`config.mk`:
```
export PLATFORM = sky130hd
export DESIGN_NAME = voice_allocator
export DESIGN_NICKNAME = d
export VERILOG_FILES = /design/src/rtl/synth_pkg.sv /design/src/rtl/voice_slot.sv /design/src/rtl/voice_allocator.sv
export SDC_FILE = /design/constraint.sdc
export NUM_CORES = 1
export LEC_CHECK = 0
export BUFFER_PORTS_ARGS = -buffer_cell sky130_fd_sc_hd__buf_2
export CAP_MARGIN = 10
export CELL_PAD_IN_SITES_DETAIL_PLACEMENT = 1
export CELL_PAD_IN_SITES_GLOBAL_PLACEMENT = 2
export CORE_MARGIN = 8
export CORE_UTILIZATION = 33
export CTS_CLUSTER_SIZE = 28
export DETAILED_ROUTE_END_ITERATION = 10
export PLACE_DENSITY_LB_ADDON = 0.12
export SLEW_MARGIN = 20
export SYNTH_ARGS = -nofsm -noshare
export SYNTH_HDL_FRONTEND = slang
export SYNTH_SLANG_ARGS = --single-unit
```
`constraint.sdc`:
```
create_clock -name Clock -period 2.53 [get_ports Clock]
set_input_delay 0.506 -clock Clock [delete_from_list [all_inputs] [get_ports Clock]]
set_output_delay 0.506 -clock Clock [all_outputs]
set_load 0.1 [all_outputs]
```
`src/rtl/synth_pkg.sv`:
```
// Shared synth types: wave-type encodings, allocator FSM states and default note width.
package synth_pkg;

  localparam int NOTE_WIDTH = 7;

  localparam logic [1:0] WAVE_SAW      = 2'd0;
  localparam logic [1:0] WAVE_SQUARE   = 2'd1;
  localparam logic [1:0] WAVE_TRIANGLE = 2'd2;
  localparam logic [1:0] WAVE_NOISE    = 2'd3;

  typedef enum logic [1:0] {
    ST_IDLE  = 2'd0,
    ST_SCAN  = 2'd1,
    ST_APPLY = 2'd2
  } alloc_state_t;

endpackage

```
`src/rtl/voice_slot.sv`:
```
// One oscillator voice's state: gate, note, wave and age.
// Control priority: reset > clear > load > release > age increment.
module voice_slot #(
  parameter int NOTE_W = 7,
  parameter int AGE_W  = 4
) (
  input  logic              clk,
  input  logic              rst_n,
  input  logic              clear,
  input  logic              load_en,
  input  logic              release_en,
  input  logic              age_inc_en,
  input  logic [NOTE_W-1:0] note_in,
  input  logic [1:0]        wave_in,
  output logic              gate,
  output logic [NOTE_W-1:0] note,
  output logic [1:0]        wave,
  output logic [AGE_W-1:0]  age
);

  logic              gate_q, gate_d;
  logic [NOTE_W-1:0] note_q, note_d;
  logic [1:0]        wave_q, wave_d;
  logic [AGE_W-1:0]  age_q, age_d;

  always_comb begin
    gate_d = gate_q;
    note_d = note_q;
    wave_d = wave_q;
    age_d  = age_q;
    if (clear) begin
      gate_d = 1'b0;
    end else if (load_en) begin
      gate_d = 1'b1;
      note_d = note_in;
      wave_d = wave_in;
      age_d  = '0;
    end else if (release_en) begin
      gate_d = 1'b0;
    end else if (age_inc_en && age_q != '1) begin
      age_d = age_q + 1'b1;
    end
  end

  always_ff @(posedge clk) begin
    if (!rst_n) begin
      gate_q <= 1'b0;
      note_q <= '0;
      wave_q <= '0;
      age_q  <= '0;
    end else begin
      gate_q <= gate_d;
      note_q <= note_d;
      wave_q <= wave_d;
      age_q  <= age_d;
    end
  end

  assign gate = gate_q;
  assign note = note_q;
  assign wave = wave_q;
  assign age  = age_q;

endmodule

```
`src/rtl/voice_allocator.sv`:
```
// Polyphonic voice allocator: sequential scan of all voices, then one apply cycle.
// Define VOICE_ALLOC_STEAL_EN to steal the oldest voice instead of dropping a note-on.
module voice_allocator
  import synth_pkg::*;
#(
  parameter int VOICES = 4,
  parameter int NOTE_W = NOTE_WIDTH,
  parameter int AGE_W  = 4
) (
  input  logic                         Clock,
  input  logic                         Reset,
  input  logic                         EvValid,
  output logic                         EvReady,
  input  logic                         EvOn,
  input  logic [NOTE_W-1:0]            EvNote,
  input  logic [1:0]                   EvWave,
  input  logic                         AllOff,
  output logic [VOICES-1:0]            VoiceGate,
  output logic [VOICES-1:0]            VoiceTrig,
  output logic [VOICES*NOTE_W-1:0]     VoiceNote,
  output logic [VOICES*2-1:0]          VoiceWave,
  output logic [$clog2(VOICES+1)-1:0]  ActiveCount,
  output logic                         Dropped
);

  localparam int IDX_W = $clog2(VOICES);
  localparam int CNT_W = $clog2(VOICES+1);

  alloc_state_t      state_q, state_d;
  logic              ev_on_q, ev_on_d;
  logic [NOTE_W-1:0] ev_note_q, ev_note_d;
  logic [1:0]        ev_wave_q, ev_wave_d;
  logic [IDX_W-1:0]  idx_q, idx_d;
  logic              match_found_q, match_found_d;
  logic [IDX_W-1:0]  match_idx_q, match_idx_d;
  logic              free_found_q, free_found_d;
  logic [IDX_W-1:0]  free_idx_q, free_idx_d;
  logic [IDX_W-1:0]  oldest_idx_q, oldest_idx_d;
  logic [AGE_W-1:0]  oldest_age_q, oldest_age_d;
  logic [VOICES-1:0] trig_q, trig_d;
  logic              dropped_q, dropped_d;

  logic              gate_v [VOICES];
  logic [NOTE_W-1:0] note_v [VOICES];
  logic [1:0]        wave_v [VOICES];
  logic [AGE_W-1:0]  age_v  [VOICES];
  logic [VOICES-1:0] load_v, release_v, inc_v;
  logic [IDX_W-1:0]  sel_idx;
  logic              do_load;
  logic [CNT_W-1:0]  active_cnt;

  for (genvar gi = 0; gi < VOICES; gi++) begin : g_voice
    voice_slot #(.NOTE_W(NOTE_W), .AGE_W(AGE_W)) u_slot (
      .clk        (Clock),
      .rst_n      (Reset),
      .clear      (AllOff),
      .load_en    (load_v[gi]),
      .release_en (release_v[gi]),
      .age_inc_en (inc_v[gi]),
      .note_in    (ev_note_q),
      .wave_in    (ev_wave_q),
      .gate       (gate_v[gi]),
      .note       (note_v[gi]),
      .wave       (wave_v[gi]),
      .age        (age_v[gi])
    );
    assign VoiceGate[gi]                  = gate_v[gi];
    assign VoiceNote[gi*NOTE_W +: NOTE_W] = note_v[gi];
    assign VoiceWave[gi*2 +: 2]           = wave_v[gi];
  end

  always_comb begin
    state_d       = state_q;
    ev_on_d       = ev_on_q;
    ev_note_d     = ev_note_q;
    ev_wave_d     = ev_wave_q;
    idx_d         = idx_q;
    match_found_d = match_found_q;
    match_idx_d   = match_idx_q;
    free_found_d  = free_found_q;
    free_idx_d    = free_idx_q;
    oldest_idx_d  = oldest_idx_q;
    oldest_age_d  = oldest_age_q;
    trig_d        = '0;
    dropped_d     = 1'b0;
    load_v        = '0;
    release_v     = '0;
    inc_v         = '0;
    sel_idx       = '0;
    do_load       = 1'b0;

    case (state_q)
      ST_IDLE: begin
        if (EvValid && !AllOff) begin
          ev_on_d       = EvOn;
          ev_note_d     = EvNote;
          ev_wave_d     = EvWave;
          idx_d         = '0;
          match_found_d = 1'b0;
          free_found_d  = 1'b0;
          oldest_idx_d  = '0;
          oldest_age_d  = '0;
          state_d       = ST_SCAN;
        end
      end
      ST_SCAN: begin
        if (gate_v[idx_q] && note_v[idx_q] == ev_note_q && !match_found_q) begin
          match_found_d = 1'b1;
          match_idx_d   = idx_q;
        end
        if (!gate_v[idx_q] && !free_found_q) begin
          free_found_d = 1'b1;
          free_idx_d   = idx_q;
        end
        // Strict greater-than keeps the lowest index on equal ages.
        if (idx_q == '0 || age_v[idx_q] > oldest_age_q) begin
          oldest_idx_d = idx_q;
          oldest_age_d = age_v[idx_q];
        end
        if (idx_q == IDX_W'(VOICES-1)) state_d = ST_APPLY;
        else                            idx_d   = idx_q + 1'b1;
      end
      ST_APPLY: begin
        state_d = ST_IDLE;
        if (ev_on_q) begin
          do_load = 1'b1;
          if (match_found_q)     sel_idx = match_idx_q;
          else if (free_found_q) sel_idx = free_idx_q;
          else begin
`ifdef VOICE_ALLOC_STEAL_EN
            sel_idx = oldest_idx_q;
`else
            do_load   = 1'b0;
            dropped_d = 1'b1;
`endif
          end
          if (do_load) begin
            for (int i = 0; i < VOICES; i++) begin
              if (IDX_W'(i) == sel_idx) begin
                load_v[i] = 1'b1;
                trig_d[i] = 1'b1;
              end else if (gate_v[i]) begin
                inc_v[i] = 1'b1;
              end
            end
          end
        end else begin
          for (int i = 0; i < VOICES; i++)
            release_v[i] = gate_v[i] && (note_v[i] == ev_note_q);
        end
      end
      default: state_d = ST_IDLE;
    endcase

    // Panic overrides everything except reset; the latched event is abandoned.
    if (AllOff) begin
      state_d   = ST_IDLE;
      trig_d    = '0;
      dropped_d = 1'b0;
      load_v    = '0;
      release_v = '0;
      inc_v     = '0;
    end
  end

  always_ff @(posedge Clock) begin
    if (!Reset) begin
      state_q       <= ST_IDLE;
      ev_on_q       <= 1'b0;
      ev_note_q     <= '0;
      ev_wave_q     <= '0;
      idx_q         <= '0;
      match_found_q <= 1'b0;
      match_idx_q   <= '0;
      free_found_q  <= 1'b0;
      free_idx_q    <= '0;
      oldest_idx_q  <= '0;
      oldest_age_q  <= '0;
      trig_q        <= '0;
      dropped_q     <= 1'b0;
    end else begin
      state_q       <= state_d;
      ev_on_q       <= ev_on_d;
      ev_note_q     <= ev_note_d;
      ev_wave_q     <= ev_wave_d;
      idx_q         <= idx_d;
      match_found_q <= match_found_d;
      match_idx_q   <= match_idx_d;
      free_found_q  <= free_found_d;
      free_idx_q    <= free_idx_d;
      oldest_idx_q  <= oldest_idx_d;
      oldest_age_q  <= oldest_age_d;
      trig_q        <= trig_d;
      dropped_q     <= dropped_d;
    end
  end

  always_comb begin
    active_cnt = '0;
    for (int i = 0; i < VOICES; i++)
      active_cnt = active_cnt + CNT_W'(gate_v[i]);
  end

  assign EvReady     = (state_q == ST_IDLE) && !AllOff;
  assign VoiceTrig   = trig_q;
  assign ActiveCount = active_cnt;
  // Never set when stealing is enabled, so it stays tied low in that build.
  assign Dropped     = dropped_q;

endmodule

```
==> results.toml <==
[critical_path]
crit_type = "register to output pin"
worst_setup_path_end_kind = "output pin"
worstPathRequired_ns = 2.02
cp.arrival_ns = 1.92
path_max_fanout = 2
cp-start-kind = "register"

[sta]
slew_viol_final = 0
worstMarginPinSlew_ns = 0.729
skew_ns = 0.00873
rsz0062_at_grt = "no"
slew_headroom = 0.510
period_share = 0.958
fmax_mhz = 413
final.setup.tns_ns = 0
finalHoldViolCount = 0
setup_viol = 0
fin_crit_ns = 2.42

[route]
ant_nets = 0
wl_per_cell_um = 17.7
vias_per_cell = 4.90
vias = 2411
drc = 0
first_iter_violations = 52
drt-total-wl_um = 8700
dr.pass1.iters = 4

[synthesis]
synth-edff-count = 0
postSynthAreaPerCell_um2 = 9.43
ys.warnings.count = 0
synthFlopType = "dfxtp_1"
synth_cell_types = 36
synth_async_sr_flop_share = 0
netlist_area_um2 = 3020
ys_seq_elements = 65
synthCells = 320
synth_fp_nets = 338
yosysSeqAreaShare = 0.431

[power_and_ir_drop]
ir_drop_mv = 0.244
power_leakage_uw = 0.00179
finalPower_uw = 2000
powerDensity_nw_per_um2 = 546

[placement]
hpwl_um = 6440
io_buffers = 62
place.gp.congestion = 0.745

[clock_network]
htree_levels = 3
postCtsHoldBufs = 0
clockBufferDepth = 2
clkSinkCount = 65
cts_tree = "yes"
cts-root-buf = "clkbuf_8"
clk_latency_ns = 0.34
clk_pin_slew_ns = 0.07
cts-buffers-inserted = 9

[global_route]
grt_pass1_vias = 2584
grt.overflow.total = 0
grt_max_degree = 56
grt_pass1_wl_um = 14200
antenna_found_initial = 0
grt_util_all_layers = 0.145

[status]
status = "finished clean"

[die]
initial_core_util = 0.333
dieArea_um2 = 12500
fp.dieW_um = 112
io_pins = 63
core.rowCount = 35
core-area_um2 = 9060
die_h_um = 112

[cells_and_area]
area_delta_synth_final_pct = 21.4
fin_nets = 395
layout-drive-gt1-share = 0.262
layout_commonest_cell = "dfxtp_1"
n_antenna_cell = 0
layout_common_cells = "dfxtp_1 (62), buf_2 (59), nor2_1 (48), mux2i_1 (40), nand2_1 (32)"

[job]
cap_viol_max_count = 0

[worst_hold_path]
worstHoldPathType = "input port to register"
## registers in the layout, indices dropped and copies added (netlist names), 4 cells and up
| signal | cells |
|---|---|
| VoiceTrig | 4 |
| ev_note_q | 7 |
| g_voice.u_slot.note | 28 |
| g_voice.u_slot.wave | 8 |
| g_voice.u_slot.gate | 4 |
## final timing paths
| check | startpoint | depth (start not counted) | end | slack [ns] |
|---|---|---|---|---|
| setup / recovery | g_voice[0].u_slot.gate$_SDFFE_PP0P_ | 6 | ActiveCount[1] | 0.11 |
| setup reg to reg | idx_q[1]$_SDFFE_PN0P_ | 5 | match_idx_q[0]$_SDFFE_PN0P_ | 0.22 |
| hold / removal | EvOn | 3 | ev_on_q$_SDFFE_PN0P_ | 0.41 |
| hold reg to reg | match_idx_q[1]$_SDFFE_PN0P_ | 2 | match_idx_q[1]$_SDFFE_PN0P_ | 0.47 |
## cell usage after synthesis (all sizes together), types with 2 or more instances
cell type / instances / share of area
xor2: 12 / 0.035
or4: 4 / 0.010
buf: 12 / 0.027
o21ai: 6 / 0.010
nand2: 32 / 0.040
ha: 3 / 0.012
nand4: 5 / 0.010
xnor2: 21 / 0.063
and2: 2 / 0.0041
mux4: 6 / 0.046
clkbuf: 15 / 0.019
nor2: 48 / 0.060
mux2i: 40 / 0.13
dfxtp: 65 / 0.43
nand3: 4 / 0.0066
a21oi: 17 / 0.028
inv: 7 / 0.0087
o21a: 3 / 0.0075
nor3: 7 / 0.012
nand2b: 2 / 0.0041
## metal layers
| layer | track usage | up-vias | wire (µm) |
|---|---|---|---|
| li1 | - | 1188 | - |
| met1 | 0.171 | 1174 | 3970 |
| met2 | 0.254 | 40 | 4370 |
| met3 | 0.0352 | 9 | 276 |
| met4 | 0.0438 | 0 | 90 |
| met5 | 0 | - | 0 |
## through the flow
| step | hold slack, ns | cell area (µm²) | std cells | setup slack, ns | utilization |
|---|---|---|---|---|---|
| global placement | 0.454 | 3460 | 476 | 0.283 | 0.382 |
| finish | 0.406 | 3660 | 492 | 0.107 | 0.404 |
| floorplan | 0.435 | 3030 | 320 | 0.0586 | - |
| global route | 0.401 | 3660 | 492 | 0.0398 | 0.404 |
| CTS | 0.390 | 3650 | 491 | 0.00696 | 0.403 |
| detailed placement | 0.449 | 3460 | 476 | 0.261 | 0.382 |
## repair_timing
item / CTS / global route
buffers inserted: 0 / 1
gates resized for setup: 2 / 3
endpoints found under the setup margin: 1 / 1
pin swaps: 0 / 0
## area by class of cell
class,count,area [µm²]
repair buffers,73,438
well taps,111,139
clock inverters,4,45.0
flip-flops and latches,65,1310
fillers,1068,5400
multi-input cells,221,1580
clock buffers,11,131
inverters,7,26.3
## logic make-up (layout without fill, tap and decap cells)
kind of cell / count (synthesis) / after routing / synth area share
adder cells (fa/ha/maj): 4 / 4 / 0.0191
multiplexers: 46 / 46 / 0.179
buffers and inverters: 34 / 95 / 0.0543
flip-flops: 65 / 65 / 0.431
XOR/XNOR: 33 / 33 / 0.0983
AND/OR/NAND/NOR: 109 / 109 / 0.159
AO/OA/AOI/OAI: 29 / 29 / 0.0597
## power by group
part	internal, µW	switching, µW
clock network	446	386
registers	1030	24.6
logic	42.8	70.5
## worst max-delay path, stage by stage (launching register included)
cell	delay [ns]
dfxtp_2	0.32
inv_1	0.05
fa_1	0.54
inv_1	0.05
ha_2	0.19
ha_4	0.27
buf_12	0.16
No activity file was read; power rests on OpenSTA's default activity.
